==> src/rtl/carryless_pkg.sv <==
// carryless_pkg
//  Shared definitions for the carryless (GF(2) polynomial) arithmetic blocks.
//  - cldiv_state_t : control states of the iterative divider
//  - clmul_ref()   : W x W -> 2W carryless multiply. Benches use it to build
//                    dividends with a known quotient/remainder. Operands are
//                    zero-extended to CL_MAX_W, so any width up to 64 works.
package carryless_pkg;

   localparam int CL_MAX_W = 64;

   typedef enum logic [1:0] {
      IDLE   = 2'd0,
      DIVIDE = 2'd1,
      DONE   = 2'd2
   } cldiv_state_t;

   function automatic logic [2*CL_MAX_W-1:0] clmul_ref(input logic [CL_MAX_W-1:0] a,
                                                       input logic [CL_MAX_W-1:0] b);
      logic [2*CL_MAX_W-1:0] acc;
      acc = '0;
      for (int i = 0; i < CL_MAX_W; i++)
         if (b[i]) acc ^= ({{CL_MAX_W{1'b0}}, a} << i);
      return acc;
   endfunction

endpackage

==> src/rtl/leading_one_detector.sv <==
// leading_one_detector
//  Combinational priority encoder: index of the most significant set bit.
//  Ports:
//   data_i  [DATA_WIDTH]          input vector
//   index_o [$clog2(DATA_WIDTH)]  position of the highest 1 (0 when data_i == 0)
//   valid_o                       data_i != 0
module leading_one_detector #(
   parameter int DATA_WIDTH = 32
) (
   input  logic [DATA_WIDTH-1:0]         data_i,
   output logic [$clog2(DATA_WIDTH)-1:0] index_o,
   output logic                          valid_o
);

   localparam int IW = $clog2(DATA_WIDTH);

   // Scan upward; the last set bit seen is the most significant one.
   always_comb begin
      index_o = '0;
      for (int i = 0; i < DATA_WIDTH; i++)
         if (data_i[i]) index_o = IW'(i);
   end

   assign valid_o = |data_i;

endmodule

==> src/rtl/carryless_divider.sv <==
// carryless_divider
//  Sequential GF(2) polynomial divider, one quotient bit per cycle.
//  quotient/remainder of dividend / divisor with XOR in place of subtract.
//  Ports:
//   clk_i, rst_n_i     clock, asynchronous active-low reset
//   data_valid_i       start request, taken only while idle_o = 1
//   dividend_i         dividend polynomial (bit i = coeff of x^i)
//   divisor_i          divisor polynomial; zero flags divide-by-zero
//   quotient_o         result quotient        (held until next result)
//   remainder_o        result remainder       (held until next result)
//   divide_by_zero_o   result came from a zero divisor
//   data_valid_o       one-cycle pulse, results valid
//   idle_o             ready for a new request
//  Latency accept->pulse: DATA_WIDTH+1 cycles, 1 cycle for a zero divisor.
module carryless_divider
   import carryless_pkg::*;
#(
   parameter int DATA_WIDTH = 32
) (
   input  logic                  clk_i,
   input  logic                  rst_n_i,
   input  logic                  data_valid_i,
   input  logic [DATA_WIDTH-1:0] dividend_i,
   input  logic [DATA_WIDTH-1:0] divisor_i,
   output logic [DATA_WIDTH-1:0] quotient_o,
   output logic [DATA_WIDTH-1:0] remainder_o,
   output logic                  divide_by_zero_o,
   output logic                  data_valid_o,
   output logic                  idle_o
);

   localparam int W  = DATA_WIDTH;
   localparam int CW = $clog2(W);

   cldiv_state_t   state, state_nxt;

   logic [W-1:0]   q_r, r_r, dsr_r;
   logic [CW-1:0]  deg_r, cnt_r;
   logic           dz_r;

   logic [CW-1:0]  lod_idx;
   logic           lod_vld;

   logic           accept, step, finish;

   logic [W-1:0]   rs, r_nxt, q_nxt;
   logic           sub;

   leading_one_detector #(.DATA_WIDTH(W)) u_lod (
      .data_i  (divisor_i),
      .index_o (lod_idx),
      .valid_o (lod_vld)
   );

   // ---------------- FSM: state register ----------------
   always_ff @(posedge clk_i or negedge rst_n_i) begin
      if (!rst_n_i) state <= IDLE;
      else          state <= state_nxt;
   end

   // ---------------- FSM: next state ----------------
   always_comb begin
      state_nxt = state;
      case (state)
         IDLE:    if (data_valid_i) state_nxt = lod_vld ? DIVIDE : DONE;
         DIVIDE:  if (cnt_r == '0)  state_nxt = DONE;
         DONE:    state_nxt = IDLE;
         default: state_nxt = IDLE;
      endcase
   end

   // ---------------- FSM: outputs / strobes ----------------
   always_comb begin
      idle_o = 1'b0;
      accept = 1'b0;
      step   = 1'b0;
      finish = 1'b0;
      case (state)
         IDLE:    begin idle_o = 1'b1; accept = data_valid_i; end
         DIVIDE:  step   = 1'b1;
         DONE:    finish = 1'b1;
         default: ;
      endcase
   end

   // ---------------- one division step ----------------
   // The next dividend bit enters R from the top of Q. R never has a bit at
   // or above deg, so dropping R[W-1] in the shift loses nothing.
   always_comb begin
      rs    = {r_r[W-2:0], q_r[W-1]};
      sub   = rs[deg_r];
      r_nxt = sub ? (rs ^ dsr_r) : rs;
      q_nxt = {q_r[W-2:0], sub};
   end

   // ---------------- datapath ----------------
   always_ff @(posedge clk_i or negedge rst_n_i) begin
      if (!rst_n_i) begin
         q_r   <= '0;
         r_r   <= '0;
         dsr_r <= '0;
         deg_r <= '0;
         cnt_r <= '0;
         dz_r  <= 1'b0;
      end else if (accept) begin
         dsr_r <= divisor_i;
         deg_r <= lod_idx;
         cnt_r <= CW'(W-1);
         if (lod_vld) begin
            q_r  <= dividend_i;
            r_r  <= '0;
            dz_r <= 1'b0;
         end else begin
            // zero divisor: all-ones quotient, dividend passes through as remainder
            q_r  <= '1;
            r_r  <= dividend_i;
            dz_r <= 1'b1;
         end
      end else if (step) begin
         q_r <= q_nxt;
         r_r <= r_nxt;
         if (cnt_r != '0) cnt_r <= cnt_r - 1'b1;
      end
   end

   // ---------------- result registers ----------------
   // Only DONE updates these, so they hold the previous result while DIVIDE runs.
   always_ff @(posedge clk_i or negedge rst_n_i) begin
      if (!rst_n_i) begin
         quotient_o       <= '0;
         remainder_o      <= '0;
         divide_by_zero_o <= 1'b0;
         data_valid_o     <= 1'b0;
      end else begin
         data_valid_o <= finish;
         if (finish) begin
            quotient_o       <= q_r;
            remainder_o      <= r_r;
            divide_by_zero_o <= dz_r;
         end
      end
   end

endmodule
==> config.mk <==
export PLATFORM = sky130hd
export DESIGN_NAME = carryless_divider
export DESIGN_NICKNAME = d
export VERILOG_FILES = /design/src/rtl/carryless_pkg.sv /design/src/rtl/leading_one_detector.sv /design/src/rtl/carryless_divider.sv
export SDC_FILE = /design/constraint.sdc
export NUM_CORES = 1
export LEC_CHECK = 0
export ABC_AREA = 1
export CORE_ASPECT_RATIO = 1.75
export CORE_MARGIN = 2
export CORE_UTILIZATION = 33
export CTS_BUF_LIST = sky130_fd_sc_hd__clkbuf_4
export DETAILED_ROUTE_END_ITERATION = 7
export PLACE_DENSITY = 0.56
export SYNTH_ARGS = -nofsm -noshare
export SYNTH_HDL_FRONTEND = slang
export SYNTH_SLANG_ARGS = --single-unit
==> constraint.sdc <==
create_clock -name clk_i -period 3.4 [get_ports clk_i]
set_input_delay 0.51 -clock clk_i [delete_from_list [all_inputs] [get_ports clk_i]]
set_output_delay 0.51 -clock clk_i [all_outputs]
set_load 0.01 [all_outputs]
* After elaboration in Yosys (flattened, before gate mapping)
Index checks and enable logic that the tools add are counted. W data, S select, Z words.
Storage, ports and cells: bits of input ports 67, logic and storage cells 78, register bits 175, output and inout port bits 67
Cells by class: reductions and logical operators 8, order comparisons 1, muxes and demuxes 52, add/subtract/negate cells 1, bitwise logic cells 1, eq/ne operators 4
Operators by type and width (number):
- $mux W32 | 7
- $mux W5 | 19
- $mux W4 | 8
- $reduce_or A32 Y1 | 1
- $xor A32 B32 Y32 | 1
- $mux W3 | 4
- $mux W2 | 5
- $mux W1 | 7
- $lt A5 B6 Y1 const B | 1
- $bmux W1 S5 | 1
- $logic_not A5 Y1 | 1
- $reduce_bool A5 Y1 | 1
- $sub A5 B1 Y5 const B | 1
- $ne A2 B2 Y1 const B | 2
- $pmux W2 S2 | 1
- $reduce_and A2 Y1 | 2
- $reduce_bool A2 Y1 | 2
- $eq A2 B1 Y1 const B | 1
- $eq A2 B2 Y1 const B | 1
- $logic_not A2 Y1 | 1

* Logic depth before layout (Yosys ltp)
Gate-level depths: netlist of run 1.
depth after elaboration 31, gate-level depth with buffers 31, mapped depth without buffers 31

* Hierarchy
A second synthesis of run 1 with hierarchy kept.
Unflattened totals: cells, all modules 1109, area, all modules 9016.1 um2
By module, submodules not included:
- carryless_divider | area an instance 8587.0 um2, seq. area each 4379.2 um2, cells an instance 1003, instances 1
- leading_one_detector | area an instance 429.2 um2, seq. area each 0.0 um2, cells an instance 106, instances 1

* Least setup slack after synthesis of run 1
Ideal clock, no wire load.
path type input -> register, from input port divisor_i[2], to register deg_r[0], path buffers 0, cell stages on the path 31, arrival 1.794 ns, setup slack 1.489 ns, cell sequence inv_1 nand2_1 nand2_1 nand2_1 nand2_1 nand2_1 nand2_1 nand2_1 nand2_1 nand2_1 nand2_1 nand2_1 nand2_1 nand2_1 nand2_1 nand2_1 nand2_1 nand2_1 nand2_1 nand2_1 nand2_1 nand2_1 nand2_1 nand2_1 nand2_1 nand2_1 nand2_1 nand2_1 nand2_1 nand2_1 nand2_1
On the way: cells in the longest elaborated chain, start to end 30
RTL lines:
- start: declaration | line carryless_divider.sv:24 | input logic [DATA_WIDTH-1:0] divisor_i,
- $mux W2 (2 in a row) | line leading_one_detector.sv:21 | if (data_i[i]) index_o = IW'(i);
- $mux W3 (4 in a row) | line leading_one_detector.sv:21
- $mux W4 (8 in a row) | line leading_one_detector.sv:21
- $mux W5 (16 in a row) | line leading_one_detector.sv:21
- end signal: assignment | line carryless_divider.sv:107 | deg_r <= lod_idx;
- end: declaration | line carryless_divider.sv:38 | logic [CW-1:0] deg_r, cnt_r;
Every way passes these cells. A chain may end at the register's enable or synchronous reset.

* Worst setup path after layout of run 1
from register deg_r[0], to register r_r[9]
On the way: cells in the longest elaborated chain, start to end 5
RTL lines:
- $bmux W1 S5 | line carryless_divider.sv:91 | sub = rs[deg_r];
- $mux W1 (not written as such) | line carryless_divider.sv:91
- $mux W32 | line carryless_divider.sv:92 | r_nxt = sub ? (rs ^ dsr_r) : rs;
- $mux W32 | line carryless_divider.sv:119 | end else if (step) begin
- $mux W32 | line carryless_divider.sv:105 | end else if (accept) begin
- end signal: assignment | line carryless_divider.sv:116 | r_r <= dividend_i;
- end signal: assignment | line carryless_divider.sv:121 | r_r <= r_nxt;
- end: declaration | line carryless_divider.sv:37 | logic [W-1:0] q_r, r_r, dsr_r;
Every way passes these cells. The select of a mux whose other input is x is not followed.

==> results of run 1 <==
## registers in the layout (all words and copies together) (netlist names)
signal and count:
divide_by_zero_o 1, dsr_r 32, remainder_o 32, state 2, cnt_r 5, dz_r 1
deg_r 5, quotient_o 32, q_r 32, data_valid_o 1, r_r 32
## critical path, stage by stage (launching register included)
cell and delay [ns]:
dfrtp_1 0.44, inv_2 0.19, o21ai_0 0.21, a21oi_1 0.05, o21ai_0 0.19, nand3_1 0.09, nand3_1 0.10, nand2_2 0.09
inv_4 0.44, a31oi_1 0.15, a221oi_1 0.27, a21oi_1 0.06
## synth_stat cells
| cell type | n | share of area, % |
|---|---|---|
| a32oi_1 | 21 | 2.3 |
| buf_6 | 3 | 0.42 |
| o21ai_0 | 114 | 7.1 |
| nor3_1 | 1 | 0.062 |
| dfrtp_1 | 175 | 55 |
| inv_1 | 78 | 3.6 |
| o221ai_1 | 2 | 0.22 |
| nand4_1 | 2 | 0.16 |
| o22ai_1 | 30 | 2.3 |
| a21oi_1 | 32 | 2.0 |
| nand2_1 | 329 | 15 |
| o21a_1 | 1 | 0.093 |
| nand3_1 | 32 | 2.0 |
| a221oi_1 | 7 | 0.76 |
| a221oi_2 | 5 | 0.93 |
| clkbuf_1 | 38 | 1.8 |
| ha_1 | 2 | 0.31 |
| o21bai_1 | 1 | 0.093 |
| buf_2 | 3 | 0.19 |
| nor4_1 | 2 | 0.16 |
| inv_2 | 3 | 0.14 |
| buf_1 | 7 | 0.33 |
| a31oi_1 | 15 | 1.2 |
| nand3b_1 | 1 | 0.093 |
| a22oi_1 | 1 | 0.093 |
| nand2_2 | 1 | 0.078 |
| buf_4 | 4 | 0.37 |
| inv_4 | 1 | 0.078 |
| nor2_1 | 27 | 1.3 |
| o21ai_1 | 32 | 2.0 |
## cell families (layout without fill, tap and decap cells)
group,Yosys count,in the layout,synth area share [%]
DFF,175,175,54.5
other,0,1,0
buffers and inverters,137,258,6.94
AOI/OAI and AO/OA,261,261,19.1
adders and majority gates,2,2,0.311
and+or+nand+nor,395,395,19.2
## report_power, final
group          internal [mW]  switching (mW)
Clock                  0.530           0.778
Sequential              3.04           0.735
Combinational           1.71            2.26
Total                   5.29            3.77
## stage by stage
stage	util, %	instance area [um^2]
3_5_place_dp	40.4	9660
4_1_cts	41.7	9970
5_1_grt	41.7	9980
2_1_floorplan	-	8040
6_report	41.7	9980
3_3_place_gp	40.4	9660
## routing by layer
layer	wire [um]	GRT usage (%)	part of all wire (%)	vias to the layer above
met5	0	0	0	-
met4	413	6.10	1.8	0
met3	774	2.76	3.3	26
met2	12300	33.2	52	179
met1	10000	24.2	43	3347
li1	-	-	-	3458
## final timing paths
| kind | startpoint | to | slack, ns | cells after the start |
|---|---|---|---|---|
| setup / recovery | deg_r[0] | r_r[9] | 0.98 | 11 |
| hold / removal | rst_n_i | remainder_o[3] | 0.27 | 2 |
| setup reg to reg | deg_r[0] | r_r[9] | 0.98 | 11 |
| hold reg to reg | quotient_o[22] | quotient_o[22] | 0.49 | 2 |
| max in group asynchronous | rst_n_i | remainder_o[22] | 2.36 | 3 |
| min in group clk_i | quotient_o[22] | quotient_o[22] | 0.49 | 2 |
## cell type report
type                       instances  share of cell area (%)
tap                              308                    3.86
multi-input combinational        658                    31.2
clock inverter                    13                    1.63
antenna                            1                  0.0251
timing repair buffer             144                    14.8
inverter                          82                    3.11
clock buffer                      19                    1.43
sequential                       175                    43.9
==> metrics, run 1 <==
outcome finished clean; PortBufs 133; initial antenna violation count 1; layout cell share with drive strength beyond 1 5.22%; area grow syn2layout 24.2%; Hold/Removal Path Class input pin to asynchronous set/reset pin; Lkg Pwr 4.55 nW; hold_buf cts 1; pin count of the biggest net entering global routing 127; gpl congestion 0.826; Netlist cell types 30; Reg area 4380 um^2; layout net count 1147; Avg Synthesized Cell Area 8.28 um^2; detailed-route DRC error count 0; Die X-Extent 122 um; setup violators final 0; Max-Cap Viols 0; pwr dens 908 nW/um^2; Inst Count DP 1366; Core Footprint 23900 um^2; Hold Vio Cnt, Final 0; final setup margin 0.976 ns; post-route ant nets 0; global route overflow 0; critical path launch point type flop; Final min period 2.42 ns; final std cells w/o fill 1400; # fillers 2464; Worst Setup End Kind flop; worst hold margin 0.269 ns; RSZ-0062 raised after global routing false; Mapped Area 8040 um^2; Post-CTS Setup Bufs 0; final WL 23.5 mm; TNS Setup 0 ns; Max Clk Rate 413 MHz; Mapped Cells 970; Peak VDD IR 524 uV; H-tree depth 4; kind of critical path flop to flop; clock slew seen by the registers of the worst setup and hold paths 0.14 ns; area of the multi-input gates 3110 um^2; most common cell after layout, fill and taps aside nand2_1; via/cell ratio 5.01; Clock Latency Late Sink 0.60 ns; CTS tree yes; TritonCTS Buffers 17; Clock Tree Buf Depth 2; CTS sink cnt 175; register area share after synthesis 54.5%; TritonRoute pass-1 iters 5; hpwl dp 16.8 mm; first-pass GRT wire length 37.7 mm; Setup Skew 0.0323 ns; Setup Slack @ Placement 0.508 ns; total track usage 19.1%; die area 25700 um^2; vias in the first global route 6868; die height 210 um; Worst-Margin Slew 0.848 ns; Slew HR 43.4%; Synth Net Count 1039; starting density of the core 33.6%; fin. max-slew vios 0; commonest non-fill, non-tap cells in the layout 328 x nand2_1, 175 x dfrtp_1, 132 x clkdlybuf4s50_1; CTS root buf clkbuf_4; Syn. warnings 0; # rows 75; Worst Path Max Fanout 63; drt wl/cell 16.8 um; WP data required 3.86 ns; critical path arrival 2.89 ns; IO Pins 134; Seq cells post-synth 175; via count 7010; part of the cycle the worst path needs 71.3%; number of DRC markers in iteration 0 405; Tot Pwr 9.06 mW; PostCTS Resize Cnt 0
(Power assumes the default switching activity.)
==> run 2: changes to the inputs <==
- PLACE_DENSITY: 0.56 -> 0.58
- clock period: 3.4 -> 2.2 ns (I/O delays scaled with it)
==> metrics, run 2 (synthesis gave the netlist of run 1 again) <==
area grow syn2layout 31.4%; CP cell instances buf_6, o21ai_2, a21oi_1, a21oi_1, o21ai_1, nand3b_1, nand2_4, buf_4, clkinv_8, a31oi_1, a221oi_1, a21oi_1; worst hold margin 0.239 ns (-0.0301 ns); Crit path largest cell delay 0.49 ns (+0.05 ns); # rows 75 (unchanged); post-route ant nets 0 (unchanged); Max Clk Rate 470 MHz (+14%); critical path arrival 2.63 ns (-0.26 ns); gpl congestion 0.799 (-3.3%); hpwl dp 17.2 mm (+2.3%); CTS sink cnt 175 (unchanged); part of the cycle the worst path needs 96.8% (+25 points); Hold/Removal Path Class input pin to asynchronous set/reset pin; worst reg2reg path startpoint deg_r[0]; H-tree depth 4 (unchanged); Max-Cap Viols 0 (unchanged); global route overflow 0 (unchanged); critical path launch point type flop; Worst Path Max Fanout 16 (-75%); Final min period 2.13 ns (-0.295 ns); CP max-delay cell dfrtp_2; Hold Vio Cnt, Final 0 (unchanged); initial antenna violation count 2 (+1); clock slew seen by the registers of the worst setup and hold paths 0.15 ns (about the same); detailed-route DRC error count 0 (unchanged); most used cell, CP a21oi_1; CP Launch Point deg_r[0]; layout net count 1208 (+5.3%); worst reg2reg path depth 12 (+1); reg2reg setup slack 0.07 ns (-0.90 ns); most common cell after layout, fill and taps aside nand2_1; vias in the first global route 6871 (+0.044%); WP data required 2.70 ns (-1.16 ns); first-pass GRT wire length 37.0 mm (-1.9%); via/cell ratio 5.01 (about the same); Core Footprint 23900 um^2 (unchanged); drt wl/cell 16.8 um (+0.13%); Die X-Extent 122 um (unchanged); worst r2r dst r_r[21]; final WL 24.6 mm (+4.6%); layout cell share with drive strength beyond 1 11.1% (+5.9 points); Final Util 44.1% (+2.4 points); Worst Setup End Kind flop; PortBufs 133 (unchanged); outcome finished clean; pin count of the biggest net entering global routing 71 (-44%); die height 210 um (unchanged); Setup Skew 0.0212 ns (-0.0111 ns); TNS Setup 0 ns (unchanged); Clock Tree Buf Depth 2 (unchanged); CTS root buf clkbuf_4; Tot Pwr 15.1 mW (+67%); CP endpoint r_r[21]; RSZ-0062 raised after global routing true; total track usage 18.8% (-0.23 points); IO Pins 134 (unchanged); final std cells w/o fill 1462 (+4.4%); pwr dens 1430 nW/um^2 (+58%); Slew HR 48.9% (+5.4 points); Lkg Pwr 4.87 nW (+7.1%); setup violators final 0 (unchanged); kind of critical path flop to flop; Clock Latency Late Sink 0.62 ns (+0.02 ns); fin. max-slew vios 0 (unchanged); commonest non-fill, non-tap cells in the layout 327 x nand2_1, 174 x dfrtp_1, 132 x clkdlybuf4s50_1; starting density of the core 33.6% (unchanged); TritonCTS Buffers 17 (unchanged); number of DRC markers in iteration 0 553 (+37%); CTS tree yes; die area 25700 um^2 (unchanged); Worst-Margin Slew 0.767 ns (-0.0817 ns); via count 7318 (+4.4%); TritonRoute pass-1 iters 5 (unchanged); Peak VDD IR 737 uV (+41%); Inst Count DP 1418 (+3.8%)
run 2: worst max-delay path: cells and delay by family (launching register included):
kind / cells / cell delay, ns
compound gates: 7 / 0.82
flops: 1 / 0.49
buf+inv: 3 / 0.43
simple gates: 2 / 0.27
run 2: per-layer routing:
metal	track usage [%]	vias to the layer above	wire length [um]
met3	2.76	37	904
met5	0	-	0
met2	32.6	171	12900
met4	7.29	0	567
met1	23.5	3530	10200
li1	-	3580	-
run 2: how the worst min path moves through the flow:
stage | startpoint | to | slack [ns] | cells past startpoint
final | rst_n_i | remainder_o[12] | 0.24 | 2
after global routing | rst_n_i | remainder_o[6] | 0.25 | 2
after CTS | rst_n_i | dsr_r[4] | 0.20 | 2
after detailed placement | rst_n_i | remainder_o[4] | 0.32 | 1
after global placement | rst_n_i | remainder_o[4] | 0.32 | 1
after floorplan | rst_n_i | cnt_r[0] | 0.03 | 0
run 2: per-stage QoR:
stage | setup slack (ns) | instance area (um^2)
after floorplan | 0.331 | 8040
after global placement | -0.277 | 10100
after detailed placement | -0.258 | 10100
after CTS | 0.00973 | 10400
after global routing | -0.0661 | 10600
final | 0.0713 | 10600
run 2: final cells by class:
cell class              count  area [um^2]
repair inverters            5         53.8
clock buffers              17          128
well taps                 308          385
multi-input cells         658         3170
flip-flops and latches    175         4380
fillers                  2418        13400
inverters                  82          325
diodes                      2         5.00
clock inverters            15          146
repair buffers            200         1970
run 2: where the power goes:
part | internal, mW | switching [mW] | leakage (nW)
registers | 4.70 | 1.11 | 2.20
logic | 3.38 | 4.10 | 2.53
clock network | 0.666 | 1.17 | 0.147
total | 8.75 | 6.37 | 4.87
run 2: timing repair:
item,CTS,global route
resized for setup,3,31
buffers inserted,0,4
setup endpoints to repair,32,33
cloned,0,5
hold endpoints to repair,44,0
pin swaps,0,9
hold buffers,1,0
